**src/rtl/countdown_timer_mmss_pkg.sv**
```systemverilog
// Shared types and BCD helpers for the MM:SS countdown timer.
package countdown_timer_mmss_pkg;

    typedef enum logic [1:0] {
        ST_IDLE,
        ST_RUN,
        ST_PAUSE,
        ST_DONE
    } state_e;

    localparam logic [3:0] BCD_MAX = 4'd9;

    // Clamp a raw nibble into the legal BCD range.
    function automatic logic [3:0] bcd_clamp(input logic [3:0] digit);
        return (digit > BCD_MAX) ? BCD_MAX : digit;
    endfunction

    // Increment one BCD digit by carry-in; returns {carry_out, digit}.
    function automatic logic [4:0] bcd_inc(input logic [3:0] digit, input logic cin);
        logic [4:0] res;
        if (!cin) begin
            res = {1'b0, digit};
        end else if (digit >= BCD_MAX) begin
            res = {1'b1, 4'd0};
        end else begin
            res = {1'b0, digit + 4'd1};
        end
        return res;
    endfunction

endpackage

```
**src/rtl/countdown_timer_mmss_bcd_down_digit.sv**
```systemverilog
// One BCD down-counting digit with parallel load and borrow chaining.
module countdown_timer_mmss_bcd_down_digit #(
    parameter int MOD = 10
) (
    input  logic       clk,
    input  logic       clearn,
    input  logic [3:0] load_val,
    input  logic       load_en,
    input  logic       dec_en,
    input  logic       borrow_in,
    output logic [3:0] digit,
    output logic       borrow_out,
    output logic       is_zero
);

    localparam logic [3:0] DIGIT_TOP = 4'(MOD - 1);

    logic [3:0] digit_d;
    logic [3:0] digit_q;

    // Next digit value: load wins over decrement; decrement wraps to DIGIT_TOP.
    always_comb begin
        // NOTE: default assignment first so no path leaves digit_d unassigned (no latch).
        digit_d = digit_q;
        if (load_en) begin
            digit_d = load_val;
        end else if (dec_en && borrow_in) begin
            digit_d = (digit_q == 4'd0) ? DIGIT_TOP : digit_q - 4'd1;
        end
    end

    // Digit register, cleared asynchronously.
    always_ff @(posedge clk or negedge clearn) begin
        if (!clearn) begin
            digit_q <= 4'd0;
        end else begin
            // NOTE: non-blocking assignment so all flops update together at the edge.
            digit_q <= digit_d;
        end
    end

    assign digit      = digit_q;
    assign is_zero    = (digit_q == 4'd0);
    assign borrow_out = dec_en & borrow_in & is_zero;

endmodule

```
**src/rtl/countdown_timer_mmss.sv**
```systemverilog
// MM:SS BCD countdown with load normalisation and start/pause/stop control.
module countdown_timer_mmss
    import countdown_timer_mmss_pkg::*;
#(
    parameter int MIN_DIGITS   = 2,
    parameter int SEC_TENS_MOD = 6,
    parameter bit NORMALISE    = 1'b1
) (
    input  logic                    clk,
    input  logic                    clearn,
    input  logic                    loadn,
    input  logic [7:0]              data_sec,
    input  logic [4*MIN_DIGITS-1:0] data_min,
    input  logic                    start,
    input  logic                    pause,
    input  logic                    stop,
    input  logic                    tick,
    output logic [3:0]              sec_ones,
    output logic [3:0]              sec_tens,
    output logic [4*MIN_DIGITS-1:0] minutes,
    output logic                    zero,
    output logic                    done,
    output logic                    running,
    output logic                    carry_out
);

    localparam int         ND       = 2 + MIN_DIGITS;
    localparam logic [3:0] TENS_MAX = 4'(SEC_TENS_MOD - 1);

    state_e state_q, state_d;
    logic   done_q, done_d;
    logic   running_q, running_d;
    logic   carry_q, carry_d;

    logic [ND-1:0][3:0] digits;
    logic [ND-1:0][3:0] load_val;
    logic [ND-1:0]      is_zero;
    logic               msd_borrow;

    logic load_req, load_ok, dec_en, last_second, dig_load_en, dig_clear;
    logic [3:0] s_ones, s_tens;
    logic [MIN_DIGITS-1:0][3:0] s_min;
    logic load_carry, all_nines, inc_c;

    assign load_req    = !loadn;
    assign load_ok     = !stop && load_req && (state_q != ST_RUN);
    assign dec_en      = (state_q == ST_RUN) && tick && !stop && !pause;
    assign zero        = &is_zero;
    assign last_second = (digits[0] == 4'd1) && (&is_zero[ND-1:1]);
    // A borrow escaping the top digit means the count is already 00:00; reload zero to hold.
    assign dig_clear   = stop || msd_borrow;
    assign dig_load_en = dig_clear || load_ok;

    // Sanitise the entered value: clamp digits, then fold or clamp the seconds tens.
    always_comb begin
        s_ones     = bcd_clamp(data_sec[3:0]);
        s_tens     = bcd_clamp(data_sec[7:4]);
        all_nines  = 1'b1;
        load_carry = 1'b0;
        inc_c      = 1'b1;
        for (int i = 0; i < MIN_DIGITS; i++) begin
            s_min[i]  = bcd_clamp(data_min[4*i +: 4]);
            all_nines = all_nines && (s_min[i] == BCD_MAX);
        end
        if (s_tens > TENS_MAX) begin
            load_carry = 1'b1;
            if (!NORMALISE) begin
                s_tens = TENS_MAX;
            end else if (all_nines) begin
                s_tens = TENS_MAX;
                s_ones = BCD_MAX;
            end else begin
                s_tens = s_tens - 4'(SEC_TENS_MOD);
                for (int i = 0; i < MIN_DIGITS; i++) begin
                    {inc_c, s_min[i]} = bcd_inc(s_min[i], inc_c);
                end
            end
        end
        load_val = dig_clear ? '0 : {s_min, s_tens, s_ones};
    end

    // Digit chain: index 0 = seconds ones, 1 = seconds tens, 2.. = minutes LS first.
    for (genvar i = 0; i < ND; i++) begin : g_digit
        localparam int M = (i == 1) ? SEC_TENS_MOD : 10;
        logic bin;
        logic bout;
        if (i == 0) begin : g_lsd
            assign bin = 1'b1;
        end else begin : g_chain
            assign bin = g_digit[i-1].bout;
        end
        countdown_timer_mmss_bcd_down_digit #(.MOD(M)) u_digit (
            .clk        (clk),
            .clearn     (clearn),
            .load_val   (load_val[i]),
            .load_en    (dig_load_en),
            .dec_en     (dec_en),
            .borrow_in  (bin),
            .digit      (digits[i]),
            .borrow_out (bout),
            .is_zero    (is_zero[i])
        );
    end

    assign msd_borrow = g_digit[ND-1].bout;

    // Control next-state: stop overrides everything, load beats pause beats start beats tick.
    always_comb begin
        state_d = state_q;
        done_d  = 1'b0;
        carry_d = carry_q;
        if (stop) begin
            state_d = ST_IDLE;
        end else begin
            case (state_q)
                ST_IDLE:  if (!load_req && start && !zero) state_d = ST_RUN;
                ST_RUN: begin
                    if (pause) begin
                        state_d = ST_PAUSE;
                    end else if (tick && last_second) begin
                        state_d = ST_DONE;
                        done_d  = 1'b1;
                    end
                end
                ST_PAUSE: if (!load_req && start && !zero) state_d = ST_RUN;
                ST_DONE:  if (load_req || start) state_d = ST_IDLE;
                default:  state_d = ST_IDLE;
            endcase
            if (load_ok) carry_d = load_carry;
        end
        running_d = (state_d == ST_RUN);
    end

    // Control FSM and registered status outputs.
    always_ff @(posedge clk or negedge clearn) begin
        if (!clearn) begin
            state_q   <= ST_IDLE;
            done_q    <= 1'b0;
            running_q <= 1'b0;
            carry_q   <= 1'b0;
        end else begin
            state_q   <= state_d;
            done_q    <= done_d;
            running_q <= running_d;
            carry_q   <= carry_d;
        end
    end

    assign sec_ones  = digits[0];
    assign sec_tens  = digits[1];
    assign minutes   = digits[ND-1:2];
    assign done      = done_q;
    assign running   = running_q;
    assign carry_out = carry_q;

endmodule

```
**config.mk**
```make
export PLATFORM = sky130hd
export DESIGN_NAME = countdown_timer_mmss
export DESIGN_NICKNAME = d
export VERILOG_FILES = /design/src/rtl/countdown_timer_mmss_pkg.sv /design/src/rtl/countdown_timer_mmss_bcd_down_digit.sv /design/src/rtl/countdown_timer_mmss.sv
export SDC_FILE = /design/constraint.sdc
export NUM_CORES = 1
export LEC_CHECK = 0
export ABC_AREA = 0
export BUFFER_PORTS_ARGS = -buffer_cell sky130_fd_sc_hd__clkbuf_2
export CAP_MARGIN = 20
export CORE_MARGIN = 10
export CORE_UTILIZATION = 53
export DETAILED_ROUTE_END_ITERATION = 16
export GPL_TIMING_DRIVEN = 0
export PLACE_DENSITY = 0.8
export SYNTH_ARGS = -nofsm -noshare
export SYNTH_HDL_FRONTEND = slang
export SYNTH_SLANG_ARGS = --single-unit
export TNS_END_PERCENT = 100
```
**constraint.sdc**
```tcl
create_clock -name clk -period 2.45 [get_ports clk]
set_input_delay 0.49 -clock clk [delete_from_list [all_inputs] [get_ports clk]]
set_output_delay 0.49 -clock clk [all_outputs]
set_load 0.02 [all_outputs]
```
==> qor.csv, run 1 <==
metric;value;unit
Worst Tran Pin Value;0.519;ns
Cells after Synth;208;
Relative slew margins;65.3;%
Final Critical Period;2.34;ns
Detailed Route Iter0 Violations;114;
DRT Pass-1 Iters;4;
core box area;0.00305;mm²
area of the multi-input gates;0.00115;mm²
first-pass GRT wire length;7.45;mm
Antenna Nets Post-Route;0;
post-synthesis sequential area ratio;31.0;%
filler instances;296;
Hold Crit Class;primary input to asynchronous set/reset pin;
number of buffers created by CTS;3;
dpl hpwl;3.52;mm
WP data arrival;1.85;ns
Worst Setup End Kind;primary output;
Syn. warnings;0;
Internal;0.559;mW
final period utilization;95.4;%
GRT Total Usage;14.8;%
reg2reg setup slack;0.35;ns
total number of vias;1729;
Die H;76.5;µm
met3 GRT Util;4.01;%
Die Wd;76.5;µm
overall power;0.920;mW
Hold Buf Count CTS;0;
critical path's slowest cell;dfrtp_1;
antenna violations before repair;0;
distinct cell type count after synthesis;54;
Peak VDD IR;327;µV
Reg2Reg Depth;5;
IO Pins;43;
kind of critical path;flip-flop to primary output;
Reg area;526;µm²
fmax;0.428;GHz
I/O Buffers;41;
Post-CTS Repair Setup Buffers;0;
Post-synth ARST share;100;%
clk slew on worst S/H paths;0.12;ns
FF-to-FF Start;state_q[1]$_DFF_PN0_;
share of cells above drive strength 1;23.3;%
grt total ovfl;0;
Inst Count DP;293;
Syn Std Cell Area;0.00169;mm²
Non-Filler Instances;297;
later-pin clock latency in the skew report;0.31;ns
layer with the highest usage;met2;
most area-hungry cell type in the Yosys netlist;dfrtp_1;
worst-path cell chain;nor3_1 > nand3_2 > nor3_1 > clkbuf_2;
Avg Cell Area, Syn;8.14;µm²
Antenna diodes;0;
CP required;1.96;ns
Comb power frac;35.8;%
Routed WL;4.54;mm
# H-tree levels;1;
ys flop type;dfrtp_1;
Pwr per Cell Area;458;mW/mm²
setup TNS;0;ns
Syn Nets;237;
Leak Pwr;0.892;nW
CP dominant cell by count;nor3_1;
clock tree buffer depth;2;
clock network fraction of total power;18.8;%
number of synthesized flops with an enable pin;0;
Root Driver;clkbuf_4;
row cnt;20;
CP max FO;7;
DRC violations left;0;
GRT met1 Usage;18.3;%
Max Cap Viol;0;
met2 Usage GRT;24.1;%
Synth top cells by count;23 x nor2_1, 21 x a21oi_1, 21 x dfrtp_1, 20 x nand2_1, 15 x o21ai_0;
synth top area cells;dfrtp_1 31%, a21oi_1 6.2%, nor2_1 5.1%, ha_1 4.4%, nand2_1 4.4%;
worst reg2reg path endpoint;g_digit[3].u_digit.digit[1]$_DFFE_PN0P_;
# setup viols final;0;
RePlAce Congestion;0.869;
CTS tree;done;
vias in the first global route;1677;
top-area cell type share of the netlist area;31.0;%
Starting Density;55.5;%
pin count of the biggest net entering global routing;22;
sw frac;39.2;%
worst hold slack;0.130;ns
final hold violation count;0;
Total Die Area;0.00585;mm²
Syn-to-layout area delta;18.7;%
Seq pwr share;45.5;%
worst clock skew;0.00303;ns
DR WL/cell;15.3;µm
Net count, final;283;
cell with the most instances after synthesis;nor2_1;
Core Util, Final;65.8;%
Critical Path Max Stage Delay;0.49;ns
fin. max-slew vios;0;
#FFs+latches synth;21;
Critical Path Start Type;flip-flop;
Crit path max-delay family;simple AND/OR/NAND/NOR gates;
status;completed;
DR vias/cell;5.82;
Buf/Inv on CP;1;
Switching Power;0.361;mW
Clock Sinks;21;
==> worst max path at each step <==
| stage | end | startpoint | cells past startpoint | slack [ns] |
|---|---|---|---|---|
| 6_report | zero | g_digit[2].u_digit.digit[0]$_DFFE_PN0P_ | 4 | 0.11 |
| 5_1_grt | zero | g_digit[2].u_digit.digit[0]$_DFFE_PN0P_ | 4 | -0.05 |
| 4_1_cts | zero | g_digit[1].u_digit.digit[0]$_DFFE_PN0P_ | 5 | 0.03 |
| 3_5_place_dp | g_digit[0].u_digit.digit[3]$_DFFE_PN0P_ | data_min[3] | 12 | -0.29 |
| 3_3_place_gp | g_digit[0].u_digit.digit[3]$_DFFE_PN0P_ | data_min[3] | 12 | -0.26 |
| 2_1_floorplan | g_digit[0].u_digit.digit[3]$_DFFE_PN0P_ | data_min[3] | 11 | 0.16 |
==> final cells by class <==
class | instances | area share (%)
Inverter | 7 | 1.31
Clock buffer | 4 | 1.31
Tap cell | 44 | 2.74
Buffer | 5 | 0.996
Multi-Input combinational cell | 175 | 57.3
Sequential cell | 21 | 26.2
Timing Repair Buffer | 41 | 10.2
==> cells in the final DEF, fill, tap and decap left out, drive strengths merged, types with 4 or more instances in the layout <==
cell type / synthesis / layout
nor2: 23 / 23
ha: 6 / 6
nor2b: 5 / 5
o21a: 5 / 5
nand2: 20 / 20
nor3: 12 / 12
nand3: 6 / 6
o21ai: 15 / 15
a21oi: 22 / 22
clkbuf: 5 / 50
nand2b: 8 / 8
dfrtp: 21 / 21
o41ai: 4 / 4
inv: 7 / 7
==> logic make-up (layout without fill, tap and decap cells) <==
kind of cell / after synthesis / in the layout / share of synthesized area (%)
AO/OA/AOI/OAI: 72 / 72 / 29.6
XOR/XNOR: 2 / 2 / 1.03
adder cells (fa/ha/maj): 6 / 6 / 4.43
buffers and inverters: 12 / 57 / 2.66
flip-flops: 21 / 21 / 31.0
multiplexers: 1 / 1 / 0.665
AND/OR/NAND/NOR: 94 / 94 / 30.6
==> power groups by stage <==
| stage | Sequential (mW) | Clock [mW] | Combinational (mW) |
|---|---|---|---|
| 6_report | 0.418 | 0.172 | 0.329 |
| 4_1_cts | 0.415 | 0.176 | 0.318 |
| 3_5_place_dp | 0.422 | 0 | 0.317 |
| 2_1_floorplan | 0.447 | 0 | 0.183 |
| 3_3_place_gp | 0.421 | 0 | 0.312 |
| 5_1_grt | 0.424 | 0.192 | 0.369 |
==> repair_timing <==
| item | CTS | global route |
|---|---|---|
| endpoints found under the setup margin | 0 | 7 |
| gates resized for setup | 0 | 9 |
| hold endpoints to repair | 0 | 0 |
==> registers in the layout (all words and copies together) (netlist names) <==
signal / cells
carry_out: 1
g_digit.u_digit.digit: 16
running: 1
done: 1
state_q: 2
==> per-stage QoR <==
stage | instance area (µm²) | setup slack (ns)
final | 2010 | 0.112
after global routing | 2010 | -0.0510
after CTS | 1980 | 0.0348
after detailed placement | 1950 | -0.287
after global placement | 1950 | -0.262
after floorplan | 1690 | 0.164
==> metal layers <==
layer  part of all wire [%]  vias to the layer above
met4                    1.2                        0
met3                    7.3                        6
met2                     47                       48
met5                      0                        -
met1                     44                      801
li1                       -                      874
Note: power is estimated with default switching activity, not from simulation.
==> run 2, diff against run 1 <==
- ABC_AREA: 0 -> 1
- CORE_UTILIZATION: 53 -> 55
- HOLD_SLACK_MARGIN: default -> 0.08
- PLACE_DENSITY: 0.8 -> 0.81
==> run 2 against run 1 <==
Net effect: via count is 18% higher; die area up 6.7%; final area up 10%; cell count grew 32%; utilization shrank 0.083 points; hold slack better by 0.025 ns; flip-flop and latch count is the same; fmax grew 11%; sequential power is 11% higher; wire length is 6.8% higher; critical path depth up 2; clock power is essentially flat.
==> qor.csv, run 2 <==
metric;value;unit;change
RSZ-0062 raised after global routing;false;;
#FFs+latches synth;21;;unchanged
Peak VDD IR;342;µV;+4.4%
Relative slew margins;61.0;%;-4.2 points
setup TNS;0;ns;unchanged
Total Die Area;0.00625;mm²;+6.7%
fin. max-slew vios;0;;unchanged
DRT Pass-1 Iters;4;;unchanged
DR WL/cell;12.3;µm;-19%
worst hold slack;0.155;ns;+0.0247 ns
antenna violations before repair;0;;unchanged
number of synthesized flops with an enable pin;0;;unchanged
Reg2Reg Depth;9;;+4
Avg Cell Area, Syn;6.37;µm²;-22%
critical path's slowest cell;dfrtp_1;;
Syn Nets;330;;+39%
clk slew on worst S/H paths;0.13;ns;about the same
GRT Total Usage;15.4;%;+0.68 points
ys flop type;dfrtp_1;;
Cells after Synth;301;;+45%
Hold Buf Count CTS;0;;unchanged
Post-synth ARST share;100;%;unchanged
dpl hpwl;3.86;mm;+9.7%
Final Critical Period;2.10;ns;-0.234 ns
met3 GRT Util;4.50;%;+0.50 points
vias in the first global route;1905;;+14%
Die H;79.0;µm;+3.3%
core box area;0.00336;mm²;+10%
distinct cell type count after synthesis;31;;-43%
Antenna diodes;0;;unchanged
later-pin clock latency in the skew report;0.31;ns;about the same
final hold violation count;0;;unchanged
Post-CTS Resized;0;;unchanged
clock tree buffer depth;2;;unchanged
Root Driver;clkbuf_4;;
reg2reg setup slack;0.74;ns;+0.39 ns
Syn Std Cell Area;0.00192;mm²;+13%
WP data arrival;1.61;ns;-0.24 ns
Die Wd;79.0;µm;+3.3%
# H-tree levels;1;;unchanged
Critical Path Max Stage Delay;0.46;ns;-0.03 ns
RePlAce Congestion;0.844;;-2.9%
Routed WL;4.84;mm;+6.8%
Leak Pwr;1.25;nW;+40%
number of buffers created by CTS;3;;unchanged
worst-path cell chain;nor2_1 > nand2_1 > nor2_2 > nand2_4 > nor2_4 > clkbuf_2;;
status;completed;;
met2 Usage GRT;25.6;%;+1.5 points
most common cell after layout, fill and taps aside;nand2_1;;
row cnt;21;;+5.0%
Crit path max-delay family;simple AND/OR/NAND/NOR gates;;
FF-to-FF Start;g_digit[1].u_digit.digit[0]$_DFFE_PN0P_;;
Buf/Inv on CP;1;;unchanged
synth top area cells;dfrtp_1 27%, nand2_1 19%, inv_1 7.2%, nand3_1 6.5%, o21ai_0 6.3%;;
Largest register FFs;16;;unchanged
share of cells above drive strength 1;22.2;%;-1.1 points
Post-CTS Repair Setup Buffers;0;;unchanged
Starting Density;57.0;%;+1.5 points
cell with the most instances after synthesis;nand2_1;;
pin count of the biggest net entering global routing;22;;unchanged
Pwr per Cell Area;528;mW/mm²;+15%
Max Cap Viol;0;;unchanged
Syn-to-layout area delta;15.3;%;
post-synthesis sequential area ratio;27.4;%;-3.6 points
Net count, final;377;;+33%
fmax;0.475;GHz;+11%
kind of critical path;flip-flop to primary output;;
I/O Buffers;42;;+2.4%
Syn. warnings;0;;unchanged
CP required;1.96;ns;about the same
worst clock skew;0.00723;ns;+0.00420 ns
first-pass GRT wire length;8.29;mm;+11%
worst reg2reg path endpoint;g_digit[0].u_digit.digit[1]$_DFFE_PN0P_;;
DR vias/cell;5.18;;-11%
most frequent cells in the layout;99 x nand2_1, 42 x clkbuf_2, 37 x inv_1;;
Critical Path Start Type;flip-flop;;
total number of vias;2034;;+18%
Hold Crit Class;primary input to asynchronous set/reset pin;;
# setup viols final;0;;unchanged
most area-hungry cell type in the Yosys netlist;dfrtp_1;;
Worst Tran Pin Value;0.584;ns;+0.0651 ns
final period utilization;85.9;%;-9.5 points
Synth top cells by count;99 x nand2_1, 37 x inv_1, 25 x nand3_1, 24 x nor2_1, 24 x o21ai_0;;
Worst Setup End Kind;primary output;;
Detailed Route Iter0 Violations;126;;+11%
filler instances;343;;+16%
CTS tree;done;;
Clock Sinks;21;;unchanged
Reg area;526;µm²;unchanged
grt total ovfl;0;;unchanged
IO Pins;43;;unchanged
layer with the highest usage;met2;;
DRC violations left;0;;unchanged
top-area cell type share of the netlist area;27.4;%;-3.6 points
Antenna Nets Post-Route;0;;unchanged
CP max FO;6;;-1
GRT met1 Usage;19.9;%;+1.6 points
area of the multi-input gates;0.00122;mm²;+5.9%
run 2: cell types whose count changed in the layout (fill, tap and decap cells not counted), moves of 5 or more:
cell	before	now
nand2_1	19	99
inv_1	7	37
nand3_1	5	25
nor3_1	11	2
o21ai_0	15	24
nand2b_1	8	0
a21oi_1	20	13
nor2_4	0	7
nor2_2	1	6
nor2b_1	5	0
run 2: kinds of logic after synthesis:
family	Yosys count	synth area share (%)
flip-flops	21	27.4
XOR/XNOR	1	0.457
buffers and inverters	43	9.01
AO/OA/AOI/OAI	51	15.3
adder cells (fa/ha/maj)	6	3.92
AND/OR/NAND/NOR	179	43.9
run 2: worst register-to-register path, delay by kind of cell (launching register included):
family / cells / cell delay [ns]
AO/OA/AOI/OAI: 2 / 0.34
AND/OR/NAND/NOR: 7 / 0.85
flip-flops: 1 / 0.46
run 2: per-stage QoR:
step / cells / worst slack [ns] / power, mW / utilization, % / cell area (µm²)
4_1_cts: 393 / 0.334 / 1.17 / 65.7 / 2210
3_3_place_gp: 389 / 0.227 / 0.990 / 65.0 / 2180
6_report: 393 / 0.346 / 1.17 / 65.7 / 2210
2_1_floorplan: 301 / 0.579 / 0.841 / - / 1920
5_1_grt: 393 / 0.202 / 1.27 / 65.7 / 2210
3_5_place_dp: 389 / 0.185 / 0.998 / 65.0 / 2180
run 2: area by class of cell:
cell class | instances | share of cell area [%]
multi-input cells | 237 | 55.1
flip-flops and latches | 21 | 23.8
repair buffers | 42 | 9.51
inverters | 40 | 6.79
well taps | 46 | 2.60
clock buffers | 4 | 1.19
plain buffers | 3 | 1.02
run 2: worst max-delay path by stage:
stage                                             from  slack [ns]                                       to  depth (start not counted)
2_1_floorplan                              data_min[2]        0.58  g_digit[3].u_digit.digit[0]$_DFFE_PN0P_                         14
3_3_place_gp                               data_min[3]        0.23  g_digit[3].u_digit.digit[0]$_DFFE_PN0P_                         14
3_5_place_dp                               data_min[3]        0.18  g_digit[3].u_digit.digit[0]$_DFFE_PN0P_                         14
4_1_cts        g_digit[3].u_digit.digit[0]$_DFFE_PN0P_        0.33                                     zero                          6
5_1_grt        g_digit[1].u_digit.digit[0]$_DFFE_PN0P_        0.20                                     zero                          6
6_report       g_digit[1].u_digit.digit[0]$_DFFE_PN0P_        0.35                                     zero                          6
run 2: routing by layer:
| metal | vias to the layer above | part of all wire, % |
|---|---|---|
| li1 | 1060 | - |
| met5 | - | 0 |
| met4 | 0 | 0.31 |
| met3 | 2 | 6.2 |
| met1 | 928 | 47 |
| met2 | 44 | 47 |
run 2: report_power, final:
group          internal [mW]  switching, mW  total (mW)
Clock                 0.0635          0.111       0.174
Combinational          0.181          0.348       0.528
Sequential             0.397         0.0681       0.465
==> run 3, diff against run 2 <==
--- a/config.mk
+++ b/config.mk
@@ -18,3 +18,3 @@
 export SYNTH_HDL_FRONTEND = slang
 export SYNTH_SLANG_ARGS = --single-unit
-export TNS_END_PERCENT = 100
+export TNS_END_PERCENT = 5
==> constraint.sdc (replaced) <==
create_clock -name clk -period 2.45 [get_ports clk]
set_input_delay 0.1225 -clock clk [delete_from_list [all_inputs] [get_ports clk]]
set_output_delay 0.1225 -clock clk [all_outputs]
set_load 0.02 [all_outputs]
==> run 3 against run 2 <==
Net effect: register-to-register slack about the same; clock power about the same; via count increased by 0.39%; hold slack got worse by 0.044 ns; cell count increased by 0.51%; utilization increased by 0.60 points; setup slack improved by 0.36 ns; critical endpoint unchanged; largest cell class unchanged.
==> qor.csv, run 3 (synthesized netlist as in run 2, its figures left out) <==
metric;value;unit;change
status;completed;;
Die Wd;79.0;µm;unchanged
Starting Density;57.0;%;unchanged
# H-tree levels;1;;unchanged
WHS Path Cells;3;;
DR WL/cell;12.3;µm;-0.32%
RePlAce Congestion;0.844;;unchanged
grt total ovfl;0;;unchanged
core box area;0.00336;mm²;unchanged
Critical Path Start;g_digit[1].u_digit.digit[0]$_DFFE_PN0P_;;
WP data arrival;1.62;ns;about the same
Design Area, Final;0.00223;mm²;+0.91%
final period utilization;71.0;%;-15 points
setup TNS;0;ns;unchanged
kind of critical path;flip-flop to primary output;;
GRT Total Usage;15.4;%;unchanged
Syn-to-layout area delta;16.4;%;
Worst Setup End Kind;primary output;;
Leak Pwr;1.26;nW;+0.67%
Critical Path Max Stage Delay;0.46;ns;about the same
Inst Count DP;389;;unchanged
Relative slew margins;61.2;%;+0.13 points
Critical Path Start Type;flip-flop;;
antenna violations before repair;0;;unchanged
critical path's slowest cell;dfrtp_1;;
Hold Crit Class;primary input to flip-flop;;
Clock Sinks;21;;unchanged
FF-to-FF Start;g_digit[1].u_digit.digit[0]$_DFFE_PN0P_;;
# setup viols final;0;;unchanged
row cnt;21;;unchanged
Detailed Route Iter0 Violations;134;;+6.3%
CTS tree;done;;
reg2reg setup slack;0.74;ns;about the same
filler instances;341;;-0.58%
IO Pins;43;;unchanged
fin. max-slew vios;0;;unchanged
DR vias/cell;5.17;;-0.12%
Root Driver;clkbuf_4;;
RSZ-0062 raised after global routing;false;;
dpl hpwl;3.86;mm;unchanged
Post-CTS Resized;0;;unchanged
number of buffers created by CTS;3;;unchanged
worst-path cell chain;nor2_1 > nand2_1 > nor2_2 > nand2_4 > nor2_4 > clkbuf_2;;
Peak VDD IR;341;µV;-0.33%
pin count of the biggest net entering global routing;22;;unchanged
CP required;2.33;ns;+0.37 ns
Max Cap Viol;0;;unchanged
Final Critical Period;1.74;ns;-0.364 ns
Worst Tran Pin Value;0.582;ns;-0.00189 ns
Total Die Area;0.00625;mm²;unchanged
share of cells above drive strength 1;22.1;%;-0.13 points
Reg area;526;µm²;unchanged
dpl cell area;0.00218;mm²;unchanged
worst clock skew;0.00655;ns;-0.000682 ns
Largest register FFs;16;;unchanged
I/O Buffers;42;;unchanged
DRT Pass-1 Iters;4;;unchanged
clock tree buffer depth;2;;unchanged
Antenna diodes;0;;unchanged
total number of vias;2042;;+0.39%
Core Util, Final;66.3;%;+0.60 points
Reg2Reg Depth;9;;unchanged
Net count, final;379;;+0.53%
CP max FO;6;;unchanged
most common cell after layout, fill and taps aside;nand2_1;;
Die H;79.0;µm;unchanged
Worst Hold End;done$_DFF_PN0_;;
later-pin clock latency in the skew report;0.31;ns;about the same
Antenna Nets Post-Route;0;;unchanged
Non-Filler Instances;395;;+0.51%
vias in the first global route;1910;;+0.26%
Place WS;0.552;ns;+0.368 ns
worst reg2reg path endpoint;g_digit[0].u_digit.digit[1]$_DFFE_PN0P_;;
Hold Path Origin;tick;;
DRC violations left;0;;unchanged
final hold violation count;0;;unchanged
fmax;0.575;GHz;+21%
first-pass GRT wire length;8.28;mm;about the same
most frequent cells in the layout;99 x nand2_1, 42 x clkbuf_2, 37 x inv_1;;
clk slew on worst S/H paths;0.12;ns;about the same
overall power;1.17;mW;+0.16%
Worst Slack Setup Final;0.710;ns;+0.364 ns
area of the multi-input gates;0.00122;mm²;unchanged
worst hold slack;0.111;ns;-0.0439 ns
Routed WL;4.85;mm;+0.19%
Pwr per Cell Area;524;mW/mm²;-0.74%
-- run 3: changes by cell type in the layout (fill, tap and decap cells not counted), sizes merged --
cell and delta:
dlygate4sd3 +2
-- run 3: layer usage --
| layer | track usage (%) | up-vias | part of all wire [%] |
|---|---|---|---|
| li1 | - | 1064 | - |
| met1 | 19.9 | 928 | 47 |
| met2 | 25.6 | 46 | 47 |
| met3 | 4.50 | 4 | 6.0 |
| met4 | 1.79 | 0 | 0.37 |
| met5 | 0 | - | 0 |
-- run 3: layout make-up --
class / count / share of cell area [%]
plain buffers: 3 / 1.01
multi-input cells: 237 / 54.6
repair buffers: 44 / 10.3
clock buffers: 4 / 1.18
flip-flops and latches: 21 / 23.6
well taps: 46 / 2.58
inverters: 40 / 6.73
-- run 3: worst max path at each step --
stage | end | slack [ns] | depth (start not counted)
final | zero | 0.71 | 6
after global routing | g_digit[2].u_digit.digit[0]$_DFFE_PN0P_ | 0.57 | 10
after CTS | zero | 0.70 | 6
after detailed placement | g_digit[3].u_digit.digit[0]$_DFFE_PN0P_ | 0.55 | 14
after global placement | g_digit[3].u_digit.digit[0]$_DFFE_PN0P_ | 0.59 | 14
after floorplan | running$_DFF_PN0_ | 0.89 | 8
-- run 3: repair_timing --
item	4_1_cts	5_1_grt
setup buffers	0	0
hold buffers	2	0
hold endpoints to repair	22	0
-- run 3: critical path: cells and delay by family, from the launching register on --
kind	cells	cell delay [ns]
flip-flops	1	0.46
AND/OR/NAND/NOR	5	0.68
buffers and inverters	1	0.17
-- run 3: power breakdown --
part / total [mW] / internal [mW] / switching [mW]
Clock: 0.174 / 0.0636 / 0.110
Sequential: 0.465 / 0.397 / 0.0679
Combinational: 0.531 / 0.183 / 0.348
Total: 1.17 / 0.643 / 0.526
